--- src/rtl/mem_access_unit_pkg.sv ---
// Shared definitions for the memory access unit: funct3 size codes, error codes,
// FSM state encoding and the request legality checks used at accept time.
package mem_access_unit_pkg;

  localparam logic [2:0] F3_B  = 3'b000;
  localparam logic [2:0] F3_H  = 3'b001;
  localparam logic [2:0] F3_W  = 3'b010;
  localparam logic [2:0] F3_BU = 3'b100;
  localparam logic [2:0] F3_HU = 3'b101;

  localparam logic [1:0] ERR_NONE     = 2'b00;
  localparam logic [1:0] ERR_MISALIGN = 2'b01;
  localparam logic [1:0] ERR_TIMEOUT  = 2'b10;
  localparam logic [1:0] ERR_ILLEGAL  = 2'b11;

  typedef enum logic [1:0] {
    ST_IDLE = 2'b00,
    ST_REQ  = 2'b01,
    ST_DONE = 2'b10,
    ST_ERR  = 2'b11
  } state_t;

  // Stores only have signed-size encodings; loads reject the three unused codes.
  function automatic logic f3_illegal(input logic we, input logic [2:0] f3);
    if (we) return (f3 != F3_B) && (f3 != F3_H) && (f3 != F3_W);
    return (f3 == 3'b011) || (f3 == 3'b110) || (f3 == 3'b111);
  endfunction

  function automatic logic f3_misaligned(input logic [2:0] f3, input logic [1:0] lo);
    case (f3[1:0])
      2'b01:   return lo[0];
      2'b10:   return lo != 2'b00;
      default: return 1'b0;
    endcase
  endfunction

endpackage

--- src/rtl/mem_access_unit_lsu_align.sv ---
// Combinational lane logic: store byte enables and data replication, load
// extraction with sign/zero extension.
module lsu_align
  import mem_access_unit_pkg::*;
#(
  parameter int DATA_W = 32
) (
  input  logic [2:0]        i_f3,
  input  logic [1:0]        i_lane,
  input  logic [DATA_W-1:0] i_wdata,
  input  logic [DATA_W-1:0] i_rdata,
  output logic [3:0]        o_be,
  output logic [DATA_W-1:0] o_wdata,
  output logic [DATA_W-1:0] o_rdata
);

  logic [7:0]  w_byte;
  logic [15:0] w_half;

  assign w_byte = i_rdata[{i_lane, 3'b000} +: 8];
  assign w_half = i_lane[1] ? i_rdata[31:16] : i_rdata[15:0];

  always_comb begin
    o_be    = 4'b1111;
    o_wdata = i_wdata;
    case (i_f3[1:0])
      2'b00: begin
        o_be    = 4'b0001 << i_lane;
        o_wdata = {4{i_wdata[7:0]}};
      end
      2'b01: begin
        o_be    = 4'b0011 << {i_lane[1], 1'b0};
        o_wdata = {2{i_wdata[15:0]}};
      end
      default: ;
    endcase
  end

  always_comb begin
    o_rdata = i_rdata;
    case (i_f3)
      F3_B:    o_rdata = {{24{w_byte[7]}}, w_byte};
      F3_BU:   o_rdata = {24'h0, w_byte};
      F3_H:    o_rdata = {{16{w_half[15]}}, w_half};
      F3_HU:   o_rdata = {16'h0, w_half};
      default: ;
    endcase
  end

endmodule

--- src/rtl/mem_access_unit.sv ---
// Load/store and instruction-fetch port for the multicycle core: one request at a
// time over a valid/ready memory handshake, with size/alignment checks and timeout.
module mem_access_unit
  import mem_access_unit_pkg::*;
#(
  parameter int ADDR_W   = 32,
  parameter int DATA_W   = 32,
  parameter int MAX_WAIT = 255
) (
  input  logic              clk,
  input  logic              rst,
  input  logic              mem_start,
  input  logic              mem_we,
  input  logic              is_fetch,
  input  logic [2:0]        funct3,
  input  logic [ADDR_W-1:0] addr,
  input  logic [DATA_W-1:0] wdata,
  output logic              busy,
  output logic              done,
  output logic [DATA_W-1:0] rdata,
  output logic [1:0]        err,
  output logic              m_valid,
  input  logic              m_ready,
  output logic [ADDR_W-1:0] m_addr,
  output logic              m_we,
  output logic [3:0]        m_be,
  output logic [DATA_W-1:0] m_wdata,
  input  logic [DATA_W-1:0] m_rdata
);

  localparam int CNT_W = (MAX_WAIT < 2) ? 1 : $clog2(MAX_WAIT + 1);

  state_t            r_state;
  logic [ADDR_W-1:0] r_addr;
  logic              r_we;
  logic [2:0]        r_f3;
  logic [DATA_W-1:0] r_wdata;
  logic [CNT_W-1:0]  r_cnt;
  logic              r_busy;
  logic              r_done;
  logic              r_mvalid;
  logic [DATA_W-1:0] r_rdata;
  logic [1:0]        r_err;

  logic [2:0]        w_f3_in;
  logic [3:0]        w_be;
  logic [DATA_W-1:0] w_wdata_rep;
  logic [DATA_W-1:0] w_rdata_fmt;
  logic              w_timeout;

  assign w_f3_in   = is_fetch ? F3_W : funct3;
  assign w_timeout = (MAX_WAIT != 0) && ((32'(r_cnt) + 32'd1) == 32'(MAX_WAIT));

  lsu_align #(.DATA_W(DATA_W)) u_align (
    .i_f3    (r_f3),
    .i_lane  (r_addr[1:0]),
    .i_wdata (r_wdata),
    .i_rdata (m_rdata),
    .o_be    (w_be),
    .o_wdata (w_wdata_rep),
    .o_rdata (w_rdata_fmt)
  );

  // Request fields come straight from the latched access, so they hold while m_valid is up.
  assign m_addr  = {r_addr[ADDR_W-1:2], 2'b00};
  assign m_we    = r_mvalid & r_we;
  assign m_be    = (r_mvalid & r_we) ? w_be : 4'b0000;
  assign m_wdata = w_wdata_rep;
  assign m_valid = r_mvalid;
  assign busy    = r_busy;
  assign done    = r_done;
  assign rdata   = r_rdata;
  assign err     = r_err;

  always_ff @(posedge clk) begin
    if (!rst) begin
      r_state  <= ST_IDLE;
      r_addr   <= '0;
      r_we     <= 1'b0;
      r_f3     <= F3_W;
      r_wdata  <= '0;
      r_cnt    <= '0;
      r_busy   <= 1'b0;
      r_done   <= 1'b0;
      r_mvalid <= 1'b0;
      r_rdata  <= '0;
      r_err    <= ERR_NONE;
    end else begin
      r_done <= 1'b0;
      case (r_state)
        ST_IDLE, ST_DONE: begin
          if (mem_start) begin
            r_addr  <= addr;
            r_we    <= mem_we;
            r_f3    <= w_f3_in;
            r_wdata <= wdata;
            r_cnt   <= '0;
            if (f3_illegal(mem_we, w_f3_in)) begin
              r_state <= ST_ERR;
              r_err   <= ERR_ILLEGAL;
              r_done  <= 1'b1;
            end else if (f3_misaligned(w_f3_in, addr[1:0])) begin
              r_state <= ST_ERR;
              r_err   <= ERR_MISALIGN;
              r_done  <= 1'b1;
            end else begin
              r_state  <= ST_REQ;
              r_err    <= ERR_NONE;
              r_busy   <= 1'b1;
              r_mvalid <= 1'b1;
            end
          end else begin
            r_state <= ST_IDLE;
          end
        end
        ST_REQ: begin
          if (m_ready) begin
            if (!r_we) r_rdata <= w_rdata_fmt;
            r_state  <= ST_DONE;
            r_done   <= 1'b1;
            r_busy   <= 1'b0;
            r_mvalid <= 1'b0;
          end else if (w_timeout) begin
            r_state  <= ST_ERR;
            r_err    <= ERR_TIMEOUT;
            r_done   <= 1'b1;
            r_busy   <= 1'b0;
            r_mvalid <= 1'b0;
          end else begin
            r_cnt <= r_cnt + 1'b1;
          end
        end
        default: r_state <= ST_IDLE;
      endcase
    end
  end

endmodule

--- config.mk ---
export PLATFORM = sky130hd
export DESIGN_NAME = mem_access_unit
export DESIGN_NICKNAME = d
export VERILOG_FILES = /design/src/rtl/mem_access_unit_pkg.sv /design/src/rtl/mem_access_unit_lsu_align.sv /design/src/rtl/mem_access_unit.sv
export SDC_FILE = /design/constraint.sdc
export NUM_CORES = 1
export LEC_CHECK = 0
export ABC_AREA = 0
export CAP_MARGIN = 20
export CORE_MARGIN = 2
export CORE_UTILIZATION = 35
export DETAILED_ROUTE_END_ITERATION = 6
export PLACE_DENSITY_LB_ADDON = 0.3
export SLEW_MARGIN = 10
export SYNTH_ARGS = -nofsm -noshare
export SYNTH_HDL_FRONTEND = slang
export SYNTH_SLANG_ARGS = --single-unit
--- constraint.sdc ---
create_clock -name clk -period 4.1 [get_ports clk]
set_input_delay 0.615 -clock clk [delete_from_list [all_inputs] [get_ports clk]]
set_output_delay 0.615 -clock clk [all_outputs]
set_load 0.02 [all_outputs]
==> metrics.md <==
| Metric | Value |
|---|---|
| Status | `finished, final reports clean` |
| Die width | `128 um` |
| Syn Std Cell Area | `roughly 5400 um^2` |
| CP peak stage delay | `~0.55 ns` |
| First-pass GRT wire length | `25,400 um` |
| Yosys reg bits | `114` |
| Critical Path AT | `around 2.6 ns` |
| Combinational share of power | `0.178` |
| Std-Cell Core Area | `roughly 15,000 um^2` |
| Int Pwr | `2.36 mW` |
| Fmax | `0.307 GHz` |
| Final setup fails | `0` |
| Maximum VDD drop | `0.279 mV` |
| Initial Util | `0.356` |
| Leak | `just under 3 nW` |
| Later-pin clock latency in the skew report | `about 0.41 ns` |
| Post-route ant nets | `0` |
| Area delta synth->final | `45.7%` |
| Final Cycle Share | `0.794` |
| Vias in the first global route | `4,821` |
| CP endpoint kind | `output port` |
| Critical path peak fanout | `15` |
| Vias per inst | `between 4 and 5` |
| Final Max Slew Viols | `0` |
| Largest net degree at the start of global routing | `57` |
| Iter 0 DRT Violations | `approximately 380` |
| Yosys cell types | `45` |
| Final Wtd Congestion | `roughly 0.84` |
| Clock Power Share | `0.439` |
| Buf+Inv Stages, Crit Path | `2` |
| Post-synth ARST share | `0` |
| Sequential area share after synthesis | `0.423` |
| Buffers on Ports | `208` |
| Postcts setup bufs | `0` |
| Via count | `about 5,200` |
| Power share of the sequential group | `0.382` |
| Max_slew headroom | `0.523` |
| Die area | `16,400 um^2` |
| # fillers | `about 1,500` |
| Clk sinks | `~110` |
| Final number of hold-violating endpoints | `0` |
| CP delay by family, top | `buffers and inverters` |
| Drt first pass iters | `5` |
| H-tree levels | `4` |
| # rows | `45` |
| WP data required | `approximately 3.5 ns` |
| Mean routed wirelength per cell | `~15 um` |
| Design area | `between 7000 and 8000 um^2` |
| Final wirelength | `16,000 um` |
| Share of cells above drive strength 1 | `0.0755` |
| Hold crit path type | `flop to flop` |
| CTS tree | `built` |
| Hold_buf cts | `0` |
| Startpoint Class | `flop` |
| IO Pins | `roughly 210` |
| PD cells | `about 410 nW/um^2` |
| GRT Total Usage | `0.196` |
| Clock transition at path regs | `~0.050 ns` |
| CTS buffer count | `17` |
| Max_cap viols | `0` |
| Synth warn | `0` |
| Hpwl dp | `~11,000 um` |
| Initial antenna violation count | `0` |
| Clock skew | `approximately 0.0054 ns` |
| Root buf cell | `clkbuf_16` |
| Most frequently used flop master after synthesis | `dfxtp_1` |
| Post-Syn Instances | `between 700 and 800` |
| Placed Area | `around 7300 um^2` |
| Crit-path cells | `buf_4 -> nor2_2 -> mux2_2 -> clkdlybuf4s50_1` |
| Gr ovfl total | `0` |
| Drt drc | `0` |
| Placed cells | `~1,000` |
| Critical setup path kind | `flop to output port` |
| Fin Setup TNS | `0 ns` |
| Die H | `approximately 130 um` |
| Worst slew pin tran | `about 0.7 ns` |
| Mean post-synth cell area | `about 7.7 um^2` |
| Switch Pwr | `between 0.8 and 0.9 mW` |
| Post-layout util | `0.519` |
| Deepest clock path buffer count | `2` |
| Crit-path slowest cell | `clkdlybuf4s50_1` |
| Hold slack | `roughly 0.45 ns` |
| Final #Nets | `roughly 960` |
| Unrepaired setup endpoints after global routing | `false` |
| Final Non-Filler Cells | `approximately 1,000` |
| Tmin final | `between 3 and 4 ns` |
| Switching Fraction | `0.260` |
| Post-CTS Resized | `0` |
| Ant. Diodes | `0` |
| Post-synth EDFFs | `0` |
-- worst register-to-register path, delay by kind of cell (launching register included) --
family	cells	cell delay [ns]
buf+inv	1	0.30
simple gates	2	0.90
flops	1	0.50
compound gates	2	0.43
-- routing by layer --
| metal | GRT usage | up-vias | wire length (um) |
|---|---|---|---|
| li1 | - | 2635 | - |
| met1 | 0.254 | 2373 | 7250 |
| met2 | 0.305 | 192 | 7420 |
| met3 | 0.0680 | 16 | 1120 |
| met4 | 0.0646 | 0 | 210 |
| met5 | 0 | - | 0 |
-- flip-flops by register name, indices dropped and copies added (netlist names) --
signal and cells:
r_addr 32, r_wdata 32, rdata 32, r_cnt 8, r_f3 3, err 2, r_state 2, done 1
m_valid 1, r_we 1
-- synthesized netlist by cell type (2+ instances only) --
| master | instances | area, um^2 |
|---|---|---|
| buf_1 | 6 | 22.5 |
| o21ai_0 | 60 | 300 |
| a31oi_1 | 3 | 18.8 |
| nand3_1 | 5 | 25.0 |
| nor3_1 | 3 | 15.0 |
| a41o_1 | 2 | 20.0 |
| clkbuf_1 | 43 | 161 |
| a211oi_1 | 7 | 52.6 |
| buf_4 | 41 | 308 |
| mux2_2 | 16 | 180 |
| mux2i_1 | 11 | 110 |
| nor2b_1 | 5 | 31.3 |
| and2_1 | 3 | 18.8 |
| o221ai_1 | 2 | 17.5 |
| nand2b_1 | 5 | 31.3 |
| ha_1 | 6 | 75.1 |
| a222oi_1 | 7 | 70.1 |
| xor2_1 | 2 | 17.5 |
| a22oi_1 | 9 | 67.6 |
| dfxtp_1 | 114 | 2280 |
| inv_1 | 15 | 56.3 |
| nand2_1 | 190 | 713 |
| nand4b_1 | 2 | 17.5 |
| a21oi_1 | 101 | 505 |
| nor2_1 | 26 | 97.6 |
-- placed cells by master (no fill, tap or decap), types with 9 or more instances in the layout --
cell,netlist,final
mux2i_1,11,11
dfxtp_1,114,113
clkdlybuf4s50_1,0,208
clkbuf_16,0,17
mux2_2,16,16
nand2_1,190,190
o21ai_0,60,60
buf_4,41,10
nor2_1,26,26
a21oi_1,101,101
inv_1,15,15
a22oi_1,9,9
-- cells by family (layout without fill, tap and decap cells) --
| kind of cell | count (synthesis) | in the layout | synth area share |
|---|---|---|---|
| compound gates | 196 | 196 | 0.205 |
| xor+xnor | 3 | 3 | 0.00487 |
| fa+ha+maj | 6 | 6 | 0.0139 |
| buf+inv | 107 | 263 | 0.103 |
| flops | 114 | 114 | 0.423 |
| mux | 28 | 28 | 0.0580 |
| other cells | 1 | 2 | 0.000695 |
| simple gates | 249 | 249 | 0.191 |
-- power by group through the flow --
stage          clock network (mW)  logic [mW]  registers, mW
2_1_floorplan                   0       0.298           1.25
3_3_place_gp                    0       0.568           1.24
3_5_place_dp                    0       0.571           1.24
4_1_cts                      1.44       0.575           1.22
5_1_grt                      1.49       0.619           1.23
6_report                     1.40       0.569           1.22
-- worst paths after layout --
kind	start	to	slack (ns)	cells past startpoint
max	r_f3[0]	m_wdata[12]	0.84	4
max reg2reg	r_f3[0]	rdata[3]	1.87	5
min	r_addr[24]	r_addr[24]	0.45	2
min reg2reg	r_addr[24]	r_addr[24]	0.45	2
-- cell type report --
cell class	instances	area, um^2	area share
Clock buffer	22	464	0.0590
Timing Repair Buffer	218	2160	0.274
Tap cell	188	235	0.0299
Multi-Input combinational cell	484	2580	0.328
Inverter	16	60.1	0.00764
Sequential cell	114	2280	0.290
Clock inverter	7	85.1	0.0108
-- metrics by stage --
step,worst slack [ns],power (mW)
floorplan,1.80,1.55
global placement,1.15,1.81
detailed placement,1.09,1.81
CTS,0.795,3.24
global route,0.696,3.34
finish,0.845,3.19
Note: power is estimated with default switching activity, not from simulation.
==> variant, RTL diff (same flow settings) <==
The parameter `ADDR_W` goes from 32 to 48.
--- a/src/rtl/mem_access_unit.sv
+++ b/src/rtl/mem_access_unit.sv
@@ -3,7 +3,7 @@
 module mem_access_unit
   import mem_access_unit_pkg::*;
 #(
-  parameter int ADDR_W   = 32,
+  parameter int ADDR_W   = 48,
   parameter int DATA_W   = 32,
   parameter int MAX_WAIT = 255
 ) (
Interface: changed (resized addr and m_addr); port bits go from 211 to 243. No check against the original RTL was run, so the function may have changed too.
==> variant against the original RTL <==
- sequential cell count rose by 16
- critical path type unchanged
- highest routed layer unchanged
- clock power rose by 8%
- synthesized cell count increased by 13%
- wire length is 12% higher
- sequential share of layout area fell by 0.26 points
- sequential power rose by 14%
- synthesized area is 18% higher
- design area up 15%
- setup slack better by 0.15 ns
- largest cell class unchanged
- power increased by 10%
- critical path depth is the same
==> variant: results (changes against the original RTL) <==
[status]
status = finished clean

[sta]
tightest_slew_ns = 0.919  ; +0.208 ns
finalClockSkew_ns = 0.00895  ; +0.00358 ns

[critical_path]
critPathMaxStageDelay_ns = 0.71  ; +0.16 ns
slowest_stage = dfxtp_2
r2r_slack_ns = 1.38  ; -0.49 ns
crit_fanout = 28  ; +13
worst_ep_arrival_time_ns = 2.49  ; -0.15 ns

[synth]
synth.area.top_cells = dfxtp_1 41%, nand2_1 13%, a21boi_0 10%
syn_area_per_cell_um2 = 7.96  ; +3.8%
synth_compound_area_share_pct = 22.8  ; +2.2 points
synth-seq-area-share_pct = 41.0  ; -1.2 points
synth_common_cells = 219 x nand2_1, 130 x dfxtp_1, 86 x a21boi_0
synthMuxAreaShare_pct = 5.37  ; -0.43 points
synth_fa_ha_area_share_pct = 1.18  ; -0.21 points

[global_routing]
grtUsageMet2_pct = 28.5  ; -2.0 points
grt_pass1_wl_um = 28300  ; +12%
grt_max_degree = 107  ; +88%
grt_pass1_vias = 5318  ; +10%
grt_use_met3_pct = 5.77  ; -1.0 points
grt_use_total_pct = 18.3  ; -1.3 points

[route]
viasPerCell = 4.78  ; -3.9%
post_drt_wl_per_cell_um = 15.1  ; -1.4%
drtIter0Drc = 349  ; -7.9%

[cells_and_area]
nNetsFinal = 1077  ; +12%
stdcell_count = 1192  ; +14%
n_fill_cell = 1731  ; +17%

[power_and_ir_drop]
p_leak_nw = 3.40  ; +14%
max-vdd-ir-drop_v = 0.000284  ; +1.9%

[placement]
place_inst = 1160  ; +14%

variant: critical path, delay by kind of cell (launching register included):
family | cells | cell delay (ns)
compound gates | 1 | 0.17
flops | 1 | 0.71
buf+inv | 3 | 1.18
variant: path summary, 6_finish.rpt:
kind / from / endpoint / depth (start not counted)
max: r_f3[1] / m_be[3] / 4
min: r_addr[7] / r_addr[7] / 2
max reg2reg: r_addr[1] / rdata[22] / 6
min reg2reg: r_addr[7] / r_addr[7] / 2
variant: final cells by class:
| cell class | instances | area, µm² | area share (%) |
|---|---|---|---|
| clock buffers | 19 | 453 | 5.01 |
| inverters | 15 | 56.3 | 0.622 |
| flip-flops and latches | 130 | 2600 | 28.8 |
| well taps | 229 | 287 | 3.17 |
| multi-input cells | 539 | 3060 | 33.8 |
| clock inverters | 13 | 136 | 1.51 |
| repair buffers | 247 | 2450 | 27.1 |
variant: metal layers:
layer | part of all wire [%] | vias to the layer above | wire, µm
li1 | - | 2915 | -
met1 | 46 | 2559 | 8300
met2 | 45 | 201 | 8020
met3 | 7.1 | 21 | 1280
met4 | 1.9 | 0 | 340
met5 | 0 | - | 0
variant: per-stage QoR:
| stage | util, % | cell area, µm² | hold slack (ns) | setup slack [ns] |
|---|---|---|---|---|
| final | 50.7 | 9050 | 0.459 | 0.994 |
| after global routing | 50.7 | 9050 | 0.487 | 0.841 |
| after CTS | 50.7 | 9050 | 0.464 | 0.977 |
| after detailed placement | 47.4 | 8460 | 0.456 | 1.33 |
| after global placement | 47.4 | 8460 | 0.450 | 1.41 |
| after floorplan | - | 6350 | 0.440 | 1.95 |
variant: where the power goes:
| part | switching, mW | internal, mW |
|---|---|---|
| Sequential | 0.0568 | 1.34 |
| Combinational | 0.309 | 0.316 |
| Clock | 0.583 | 0.923 |
| Total | 0.948 | 2.58 |
